[src/rtl/led_share_pkg.sv]
// led_share_pkg: shared types and helpers for the LED sharing scheduler.
//   state_e        scheduler FSM states
//   Off{R,G,B}     slice offsets (in units of PWM_BITS) of each channel in a colour word
//   rr_pick()      round-robin one-hot selection starting at rr_ptr, with wrap
package led_share_pkg;

  typedef enum logic [1:0] {
    StIdle    = 2'd0,
    StShow    = 2'd1,
    StRelease = 2'd2
  } state_e;

  localparam int unsigned MaxReq = 8;

  // Colour word is {R,G,B} with R in the MSBs.
  localparam int unsigned OffR = 2;
  localparam int unsigned OffG = 1;
  localparam int unsigned OffB = 0;

  // First set bit of req at or above rr_ptr, wrapping at n_req. Zero if req is empty.
  function automatic logic [MaxReq-1:0] rr_pick(input logic [MaxReq-1:0] req,
                                                input logic [2:0]        rr_ptr,
                                                input int unsigned       n_req);
    logic [MaxReq-1:0] pick;
    logic              found;
    logic [2:0]        idx;
    pick  = '0;
    found = 1'b0;
    for (int unsigned i = 0; i < MaxReq; i++) begin
      idx = 3'((32'(rr_ptr) + i) % n_req);
      if (i < n_req && !found && req[idx]) begin
        pick[idx] = 1'b1;
        found     = 1'b1;
      end
    end
    return pick;
  endfunction

endpackage

[src/rtl/led_share_sched_pwm.sv]
// led_pwm: per-channel PWM dimming with registered active-low LED drives.
//   i_clk, i_rst          clock, asynchronous active-high reset
//   i_enable              low forces all LEDs off
//   i_int_r/g/b           channel intensities; channel lit while pwm_cnt < intensity
//   o_led_r/g/b           active-low LED drives (0 = lit)
module led_pwm #(
  parameter int unsigned PWM_BITS = 4
) (
  input  logic                i_clk,
  input  logic                i_rst,
  input  logic                i_enable,
  input  logic [PWM_BITS-1:0] i_int_r,
  input  logic [PWM_BITS-1:0] i_int_g,
  input  logic [PWM_BITS-1:0] i_int_b,
  output logic                o_led_r,
  output logic                o_led_g,
  output logic                o_led_b
);

  logic [PWM_BITS-1:0] r_pwm_cnt;

  // Free-running; never re-phased on a new grant.
  always_ff @(posedge i_clk or posedge i_rst) begin
    if (i_rst) begin
      r_pwm_cnt <= '0;
      o_led_r   <= 1'b1;
      o_led_g   <= 1'b1;
      o_led_b   <= 1'b1;
    end else begin
      r_pwm_cnt <= r_pwm_cnt + PWM_BITS'(1);
      o_led_r   <= ~(i_enable && (r_pwm_cnt < i_int_r));
      o_led_g   <= ~(i_enable && (r_pwm_cnt < i_int_g));
      o_led_b   <= ~(i_enable && (r_pwm_cnt < i_int_b));
    end
  end

endmodule

[src/rtl/led_share_sched.sv]
// led_share_sched: round-robin sharing of one RGB LED between N_REQ requesters.
//   i_clk, i_rst   clock, asynchronous active-high reset
//   i_req          per-requester request level
//   i_color        requester i colour at slice i, {R,G,B} with R in MSBs
//   i_dwell        requester i dwell in prescaler ticks; 0 holds until req drops
//   o_gnt          registered one-hot grant
//   o_done         one-cycle pulse on the tick that completes a dwell
//   o_led_r/g/b    registered active-low LED drives
module led_share_sched
  import led_share_pkg::*;
#(
  parameter int unsigned N_REQ         = 3,
  parameter int unsigned PWM_BITS      = 4,
  parameter int unsigned DWELL_BITS    = 8,
  parameter int unsigned PRESCALE_BITS = 16
) (
  input  logic                        i_clk,
  input  logic                        i_rst,
  input  logic [N_REQ-1:0]            i_req,
  input  logic [N_REQ*3*PWM_BITS-1:0] i_color,
  input  logic [N_REQ*DWELL_BITS-1:0] i_dwell,
  output logic [N_REQ-1:0]            o_gnt,
  output logic                        o_done,
  output logic                        o_led_r,
  output logic                        o_led_g,
  output logic                        o_led_b
);

  localparam int unsigned ColW = 3 * PWM_BITS;
  localparam int unsigned IdxW = (N_REQ > 1) ? $clog2(N_REQ) : 1;

  state_e                   r_state, w_state_d;
  logic [N_REQ-1:0]         r_gnt, w_gnt_d;
  logic [IdxW-1:0]          r_idx, w_idx_d;
  logic [IdxW-1:0]          r_rr_ptr, w_rr_ptr_d;
  logic [ColW-1:0]          r_color, w_color_d;
  logic [DWELL_BITS-1:0]    r_dwell, w_dwell_d;
  logic [DWELL_BITS-1:0]    r_dwell_cnt, w_dwell_cnt_d;
  logic [PRESCALE_BITS-1:0] r_presc;

  logic [MaxReq-1:0]        w_pick_full;
  logic [N_REQ-1:0]         w_pick;
  logic [IdxW-1:0]          w_pick_idx;
  logic                     w_tick;
  logic                     w_owner_req;
  logic                     w_dwell_done;
  logic                     w_unused_pick;

  assign w_pick_full   = rr_pick(MaxReq'(i_req), 3'(r_rr_ptr), N_REQ);
  assign w_pick        = w_pick_full[N_REQ-1:0];
  assign w_unused_pick = ^w_pick_full;

  always_comb begin
    w_pick_idx = '0;
    for (int unsigned i = 0; i < N_REQ; i++) begin
      if (w_pick[i]) w_pick_idx = IdxW'(i);
    end
  end

  assign w_tick       = &r_presc;
  assign w_owner_req  = |(i_req & r_gnt);
  // A zero dwell never loads a 1 into the counter, so it can only end by abort.
  assign w_dwell_done = w_tick && (r_dwell != '0) && (r_dwell_cnt == DWELL_BITS'(1));

  always_ff @(posedge i_clk or posedge i_rst) begin
    if (i_rst) begin
      r_presc <= '0;
    end else begin
      r_presc <= r_presc + PRESCALE_BITS'(1);
    end
  end

  always_ff @(posedge i_clk or posedge i_rst) begin
    if (i_rst) begin
      r_state     <= StIdle;
      r_gnt       <= '0;
      r_idx       <= '0;
      r_rr_ptr    <= '0;
      r_color     <= '0;
      r_dwell     <= '0;
      r_dwell_cnt <= '0;
    end else begin
      r_state     <= w_state_d;
      r_gnt       <= w_gnt_d;
      r_idx       <= w_idx_d;
      r_rr_ptr    <= w_rr_ptr_d;
      r_color     <= w_color_d;
      r_dwell     <= w_dwell_d;
      r_dwell_cnt <= w_dwell_cnt_d;
    end
  end

  always_comb begin
    w_state_d     = r_state;
    w_gnt_d       = r_gnt;
    w_idx_d       = r_idx;
    w_rr_ptr_d    = r_rr_ptr;
    w_color_d     = r_color;
    w_dwell_d     = r_dwell;
    w_dwell_cnt_d = r_dwell_cnt;
    unique case (r_state)
      StIdle: begin
        if (|i_req) begin
          w_state_d     = StShow;
          w_gnt_d       = w_pick;
          w_idx_d       = w_pick_idx;
          // Snapshot so later input changes cannot disturb the current dwell.
          w_color_d     = i_color[w_pick_idx*ColW +: ColW];
          w_dwell_d     = i_dwell[w_pick_idx*DWELL_BITS +: DWELL_BITS];
          w_dwell_cnt_d = i_dwell[w_pick_idx*DWELL_BITS +: DWELL_BITS];
        end
      end
      StShow: begin
        if (w_dwell_done || !w_owner_req) begin
          w_state_d = StRelease;
          w_gnt_d   = '0;
        end else if (w_tick && (r_dwell != '0)) begin
          w_dwell_cnt_d = r_dwell_cnt - DWELL_BITS'(1);
        end
      end
      StRelease: begin
        w_state_d  = StIdle;
        w_rr_ptr_d = (r_idx == IdxW'(N_REQ - 1)) ? '0 : r_idx + IdxW'(1);
      end
      default: w_state_d = StIdle;
    endcase
  end

  assign o_gnt  = r_gnt;
  // Coincides with the tick edge that leaves SHOW; also wins over a same-cycle abort.
  assign o_done = (r_state == StShow) && w_dwell_done;

  led_pwm #(
    .PWM_BITS(PWM_BITS)
  ) u_pwm (
    .i_clk   (i_clk),
    .i_rst   (i_rst),
    .i_enable(r_state == StShow),
    .i_int_r (r_color[OffR*PWM_BITS +: PWM_BITS]),
    .i_int_g (r_color[OffG*PWM_BITS +: PWM_BITS]),
    .i_int_b (r_color[OffB*PWM_BITS +: PWM_BITS]),
    .o_led_r (o_led_r),
    .o_led_g (o_led_g),
    .o_led_b (o_led_b)
  );

endmodule

[config.mk]
export PLATFORM = sky130hd
export DESIGN_NAME = led_share_sched
export DESIGN_NICKNAME = d
export VERILOG_FILES = /design/src/rtl/led_share_pkg.sv /design/src/rtl/led_share_sched_pwm.sv /design/src/rtl/led_share_sched.sv
export SDC_FILE = /design/constraint.sdc
export NUM_CORES = 1
export LEC_CHECK = 0
export CORE_ASPECT_RATIO = 0.6
export CORE_MARGIN = 2
export CORE_UTILIZATION = 44
export DETAILED_ROUTE_END_ITERATION = 7
export PLACE_DENSITY = 0.73
export REMOVE_ABC_BUFFERS = 1
export SETUP_SLACK_MARGIN = 0.3
export SLEW_MARGIN = 5
export SYNTH_ARGS = -nofsm -noshare
export SYNTH_HDL_FRONTEND = slang
export SYNTH_SLANG_ARGS = --single-unit
[constraint.sdc]
create_clock -name i_clk -period 3.25 [get_ports i_clk]
set_clock_uncertainty 0.15 [all_clocks]
set_input_delay 0.975 -clock i_clk [delete_from_list [all_inputs] [get_ports i_clk]]
set_output_delay 0.975 -clock i_clk [all_outputs]
set_load 0.03 [all_outputs]
Yosys cells after proc, flatten, opt, wreduce, memory -nomap -nowiden
Cells that the tools add are included.
{ "op_classes": {"shift": 2, "bitwise": 6, "reduce_logical": 25, "eq_ne": 8, "n_lt_le_gt_ge": 9, "mul": 1, "add_sub_neg": 6, "mux": 30, "div_mod_pow": 3} }
{ "ops": {"columns": ["op", "n"], "rows": [
  ["32-bit by 2-bit modulo with 32-bit output (second input constant)", 2],
  ["36-bit by 7-bit indexed part select with 12-bit output", 1],
  ["2-bit by 2-bit modulo with 32-bit output (second input constant)", 1],
  ["8-bit two-way mux", 3],
  ["24-bit by 6-bit indexed part select with 8-bit output", 1],
  ["16-bit by 1-bit adder with 16-bit output (second input constant)", 1],
  ["8-bit one-hot mux with 2 select lines", 1],
  ["16-bit AND reduction", 1],
  ["3-bit two-way mux", 5],
  ["3-bit by 4-bit less-than comparator with 1-bit output (second input constant)", 3],
  ["4-bit less-than comparator", 3],
  ["1-bit logical AND", 11],
  ["1-bit binary-select mux with 3-bit select", 3],
  ["1-bit demux with 3-bit select", 3],
  ["3-bit by 1-bit greater-or-equal comparator with 1-bit output (second input constant)", 3],
  ["1-bit two-way mux", 9],
  ["8-bit by 1-bit equality test with 1-bit output (second input constant)", 1],
  ["2-bit two-way mux", 4],
  ["2-bit != test (second input constant)", 4],
  ["8-bit nonzero test", 1],
  ["8-bit by 1-bit subtractor with 8-bit output (second input constant)", 1],
  ["3-bit bitwise OR", 2],
  ["3-bit one-hot mux with 2 select lines", 1],
  ["3-bit OR reduction", 2],
  ["17 further kinds", 23]
]} }
{ "totals": {"regBits": 60, "elab_cells": 102, "output_inout_bits": 7, "input_bits": 65} }

Depth between registers and ports, before layout
Gate-level depths: netlist (run 1).
{ "logic_depth": {"depth_word": 15, "depth_mapped": 10, "ltp_nobuf": 8} }

Cells and area by module
Synthesis (run 1) repeated with hierarchy kept, for this count alone.
{ "hier_totals": {"cells_unflattened": 377, "hier_area_um2": 3656.0} }
{ "modules_own_cells": {"columns": ["module", "cells_per_inst", "area_per_inst_um2", "instances", "seq_area_each_um2"], "rows": [
  ["led_share_sched", 325, 3179.3, 1, 1326.3],
  ["led_pwm", 52, 476.7, 1, 178.9]
]} }

Worst setup path after synthesis (run 1)
OpenSTA, ideal clock, no wires.
{ "synth_path": {"path_type": "reg2out", "startpoint": "reg r_presc[0]", "endpoint": "out o_done", "required_time_ps": 2125, "path_stages_with_launch": 6, "arrival_ps": 1802, "path_buffers": 0, "path_slack_ps": 323, "cell_sequence": "dfrtp_1 > ha_1 > nand4_1 > a211oi_1 > nand2_1 > nor3_1"} }
{ "synth_via": {"elab_chain_cells": 4} }
{ "synth_rtl": {"columns": ["element", "line_no", "rtl"], "rows": [
  ["from (decl)", "led_share_sched.sv:39", "logic [PRESCALE_BITS-1:0] r_presc;"],
  ["from (signal assigned)", "led_share_sched.sv:69", "r_presc <= r_presc + PRESCALE_BITS'(1);"],
  ["16-bit AND reduction", "led_share_sched.sv:60", "assign w_tick = &r_presc;"],
  ["1-bit logical AND (2 in a row)", "led_share_sched.sv:63", "assign w_dwell_done = w_tick && (r_dwell != '0) && (r_dwell_cnt == DWELL_BITS'(1));"],
  ["1-bit logical AND", "led_share_sched.sv:131", "assign o_done = (r_state == StShow) && w_dwell_done;"],
  ["to (decl)", "led_share_sched.sv:23", "output logic o_done,"]
]} }
Every way passes these cells.

Worst setup path in the final report (run 1)
{ "layout_path": {"startpoint": "reg r_presc[1]", "endpoint": "out o_done"} }
Same word-level chain as after synthesis.

==> results of run 1 <==
how the worst max path moves through the flow:
| stage | start | to | slack (ps) | cells past startpoint |
|---|---|---|---|---|
| 2_1_floorplan | i_req[1] | r_dwell_cnt[1] | -170 | 5 |
| 3_3_place_gp | i_req[2] | r_color[8] | -110 | 8 |
| 3_5_place_dp | i_req[2] | r_color[4] | -140 | 8 |
| 4_1_cts | r_presc[0] | o_done | 230 | 6 |
| 5_1_grt | r_presc[1] | o_done | 230 | 6 |
| 6_report | r_presc[1] | o_done | 340 | 6 |
where the power goes:
| part | internal (W) | total (W) | switching (W) |
|---|---|---|---|
| Sequential | 0.00101 | 0.00120 | 0.000198 |
| Clock | 0.000676 | 0.00104 | 0.000369 |
| Combinational | 0.00111 | 0.00257 | 0.00146 |
sequential cells by signal, summed over array words and instances (netlist names):
| signal | flops |
|---|---|
| r_idx | 2 |
| r_presc | 16 |
| u_pwm.o_led_b | 1 |
| u_pwm.o_led_r | 1 |
| r_dwell | 8 |
| u_pwm.r_pwm_cnt | 4 |
| r_rr_ptr | 2 |
| r_color | 12 |
| o_gnt | 3 |
| u_pwm.o_led_g | 1 |
| r_state | 2 |
| r_dwell_cnt | 8 |
per-stage QoR:
step	cell area (um^2)	hold WS [ps]	power, W
after floorplan	4020	287	0.00261
after global placement	5270	306	0.00357
after detailed placement	5270	309	0.00363
after CTS	5630	318	0.00473
after global routing	5740	352	0.00514
final	5740	317	0.00482
layer usage:
metal  vias to the layer above  routed length, um  track usage [%]
li1                       1993                  -                -
met1                      2053               5900             37.4
met2                       225               5690             39.7
met3                        26               1120             5.93
met4                         0                182             7.39
met5                         -                  0                0
cell usage after synthesis, drive strengths merged, types with 12 or more instances:
master	number
clkbuf	18
dfrtp	57
o221ai	12
nor2	20
ha	21
nor3	27
inv	26
o31ai	21
o21ai	40
nand2	61
a211o	14
nand3	28
worst reg2reg max path: stages, from the launching register on:
cell and delay, ps:
sky130_fd_sc_hd__dfrtp_1 510, sky130_fd_sc_hd__inv_1 150, sky130_fd_sc_hd__ha_1 410, sky130_fd_sc_hd__nor3b_2 430
sky130_fd_sc_hd__a21o_1 160, sky130_fd_sc_hd__a41o_1 300, sky130_fd_sc_hd__nor2_2 100, sky130_fd_sc_hd__buf_12 160
sky130_fd_sc_hd__o21ai_0 150, sky130_fd_sc_hd__buf_4 130, sky130_fd_sc_hd__o21ai_0 60
cell type report:
| type | instances | area [um^2] | share of cell area, % |
|---|---|---|---|
| tap | 130 | 163 | 2.83 |
| clock inverter | 7 | 98.8 | 1.72 |
| multi-input combinational | 365 | 2540 | 44.2 |
| clock buffer | 9 | 225 | 3.92 |
| timing repair buffer | 118 | 1110 | 19.4 |
| inverter | 26 | 97.6 | 1.70 |
| sequential | 60 | 1510 | 26.2 |
repair_timing:
action / CTS / global route
buffers inserted: 0 / 4
resized for setup: 9 / 13
pin swaps: 0 / 4
endpoints found under the setup margin: 14 / 27
cell families after synthesis:
group / Yosys count / share of synthesized area (%)
AOI/OAI and AO/OA: 148 / 25.9
xor gates and xnor gates: 18 / 3.98
adders and majority gates: 21 / 6.34
buffers and inverters: 54 / 5.34
DFF: 60 / 36.3
muxes: 3 / 0.966
and+or+nand+nor: 175 / 21.2
==> qor.txt, run 1 <==
Kind of capture point of the worst setup path: output pin
Via count of the first global-routing pass: 4,164
Start-to-end type of the worst setup path: reg2out
Maximum clock rate: 343 MHz
Count of yosys warnings during synthesis: 0
Hpwl dp: 9530 um
Total of flip-flops plus latches after synthesis: 60
Tcrit/Tclk final: 89.6%
Setup slack at placement: -144 ps
Number of filler instances in the final layout: 761
Final count of hold timing violations: 0
Cell total after placement: 695
Top post-synthesis cells by area: sky130_fd_sc_hd__dfrtp_1 34%, sky130_fd_sc_hd__ha_1 6.3%, sky130_fd_sc_hd__nand2_1 5.5%, sky130_fd_sc_hd__o21ai_0 4.7%, sky130_fd_sc_hd__o31ai_1 3.8%
Antenna violations before repair: 0
Post-synthesis cell type with the largest combined area: sky130_fd_sc_hd__dfrtp_1
Pin count of the biggest net entering global routing: 61
H-tree levels: 3
TritonCTS clock tree: yes
Fraction of registers with async set/reset: 100%
Via count: 4,297
Most used flip-flop cell after synthesis: sky130_fd_sc_hd__dfrtp_1
Peak ir drop on the vdd network: 0.435 mV
Number of violations of the max-capacitance limit: 0
Worst r2r path cells: 10
Leak pwr: 2.52 nW
Number of CTS-inserted buffers: 9
Total global routing overflow: 0
Count of buffers inserted at the top-level ports: 71
Terminus of the critical flop-to-flop path: r_color[4]
Buf+Inv Stages, Crit Path: 1
Routability congestion estimate from global placement: 0.953
Number of flops mapped to enable cells by yosys: 0
Max FO, Critical Path: 3
Max Buffers Root-to-Sink: 2
Total global-route track usage: 26.2%
Post-Syn Instances: 479
Final critical delay including setup and external delays: 2910 ps
Worst hold-check path type: reg2reg
Final core utilization: 62.7%
Areal power density over the cells: 840 nW/um^2
Worst hold path endpoint: r_presc[15]
Standard cell core area: 9160 um^2
First-pass GRT wire length: 20,900 um
Number of remaining DRC errors: 3
Count of hold buffers inserted by post-cts repair: 0
Startpoint of the lowest-slack register-to-register path: r_rr_ptr[1]
Worst Setup Start Kind: flop
Routed length per instance: 18.0 um
Sequential element share of the synthesized area: 36.3%
Most common cell after layout, fill and taps aside: sky130_fd_sc_hd__clkdlybuf4s50_1
Number of antenna diodes: 0
Least setup slack across all paths after layout: 338 ps
Number of rows created at floorplan: 27
Cell Chain, Critical Path: ha_4 -> nand4_1 -> a211oi_2 -> nand2_1 -> nor3_2 -> buf_4
Most used cells in the layout excluding fill and tap cells: 67 x sky130_fd_sc_hd__clkdlybuf4s50_1, 61 x sky130_fd_sc_hd__nand2_1, 57 x sky130_fd_sc_hd__dfrtp_1, 44 x sky130_fd_sc_hd__buf_4, 39 x sky130_fd_sc_hd__o21ai_0
Final-report setup violation count: 0
Worst hold path stage count: 1
Largest delay contributor family on the critical path: simple AND/OR/NAND/NOR gates
DIE HEIGHT: 79.2 um
Worst slew slack as a fraction of its limit: 50.2%
Worst min-delay path startpoint: r_presc[15]
Initial core utilization: 45.3%
Max stage delay on crit path: 420 ps
CP arrival: 1790 ps
DRT Wirelength: 12,900 um
Total iterations of the first detailed-routing run: 8
WP data required: 2120 ps
Layout cells sized above 1: 16.9%
Die span in x: 129 um
Violations in the final reports: design-rule violations
Net count of the finished layout: 666
Slowest CP cell: sky130_fd_sc_hd__dfrtp_1
Area of the mapped netlist: 4150 um^2
Netlist cell types: 63
Number of vias per cell after detailed routing: 6.01
Clock net sink count: 60
CTS root buffer: sky130_fd_sc_hd__clkbuf_16
Worst-skew pair later-pin latency: 330 ps
DRT iter0 DRCs: 451
Final Non-Filler Cells: 715
Clock slew at reported path FFs: 60 ps
Synthesized area per cell: 8.65 um^2
Slew @ Worst Pin: 739 ps
Summed negative setup slack over all endpoints: 0 ps
Outcome: finished, violations left
Die ar.: 10,200 um^2
Setup repair after global routing missed its margin: yes
Worst R2R Setup Slack: 420 ps
Portion of synthesized cell area occupied by the leading cell type: 34.4%
Post-synthesis to final-layout area growth: 38.5%
Pins over their slew limit: 0
Detail Route Antenna Nets: 0
Top-level I/O count: 72
(Power assumes the default switching activity.)
==> inputs of run 2 (changes only) <==
--- a/config.mk
+++ b/config.mk
@@ -12,7 +12,6 @@
 export PLACE_DENSITY = 0.73
 export REMOVE_ABC_BUFFERS = 1
 export SETUP_SLACK_MARGIN = 0.3
-export SLEW_MARGIN = 5
 export SYNTH_ARGS = -nofsm -noshare
 export SYNTH_HDL_FRONTEND = slang
 export SYNTH_SLANG_ARGS = --single-unit
==> results of run 2 <==
No change in the layout: final DEF, timing and power equal those of run 1.
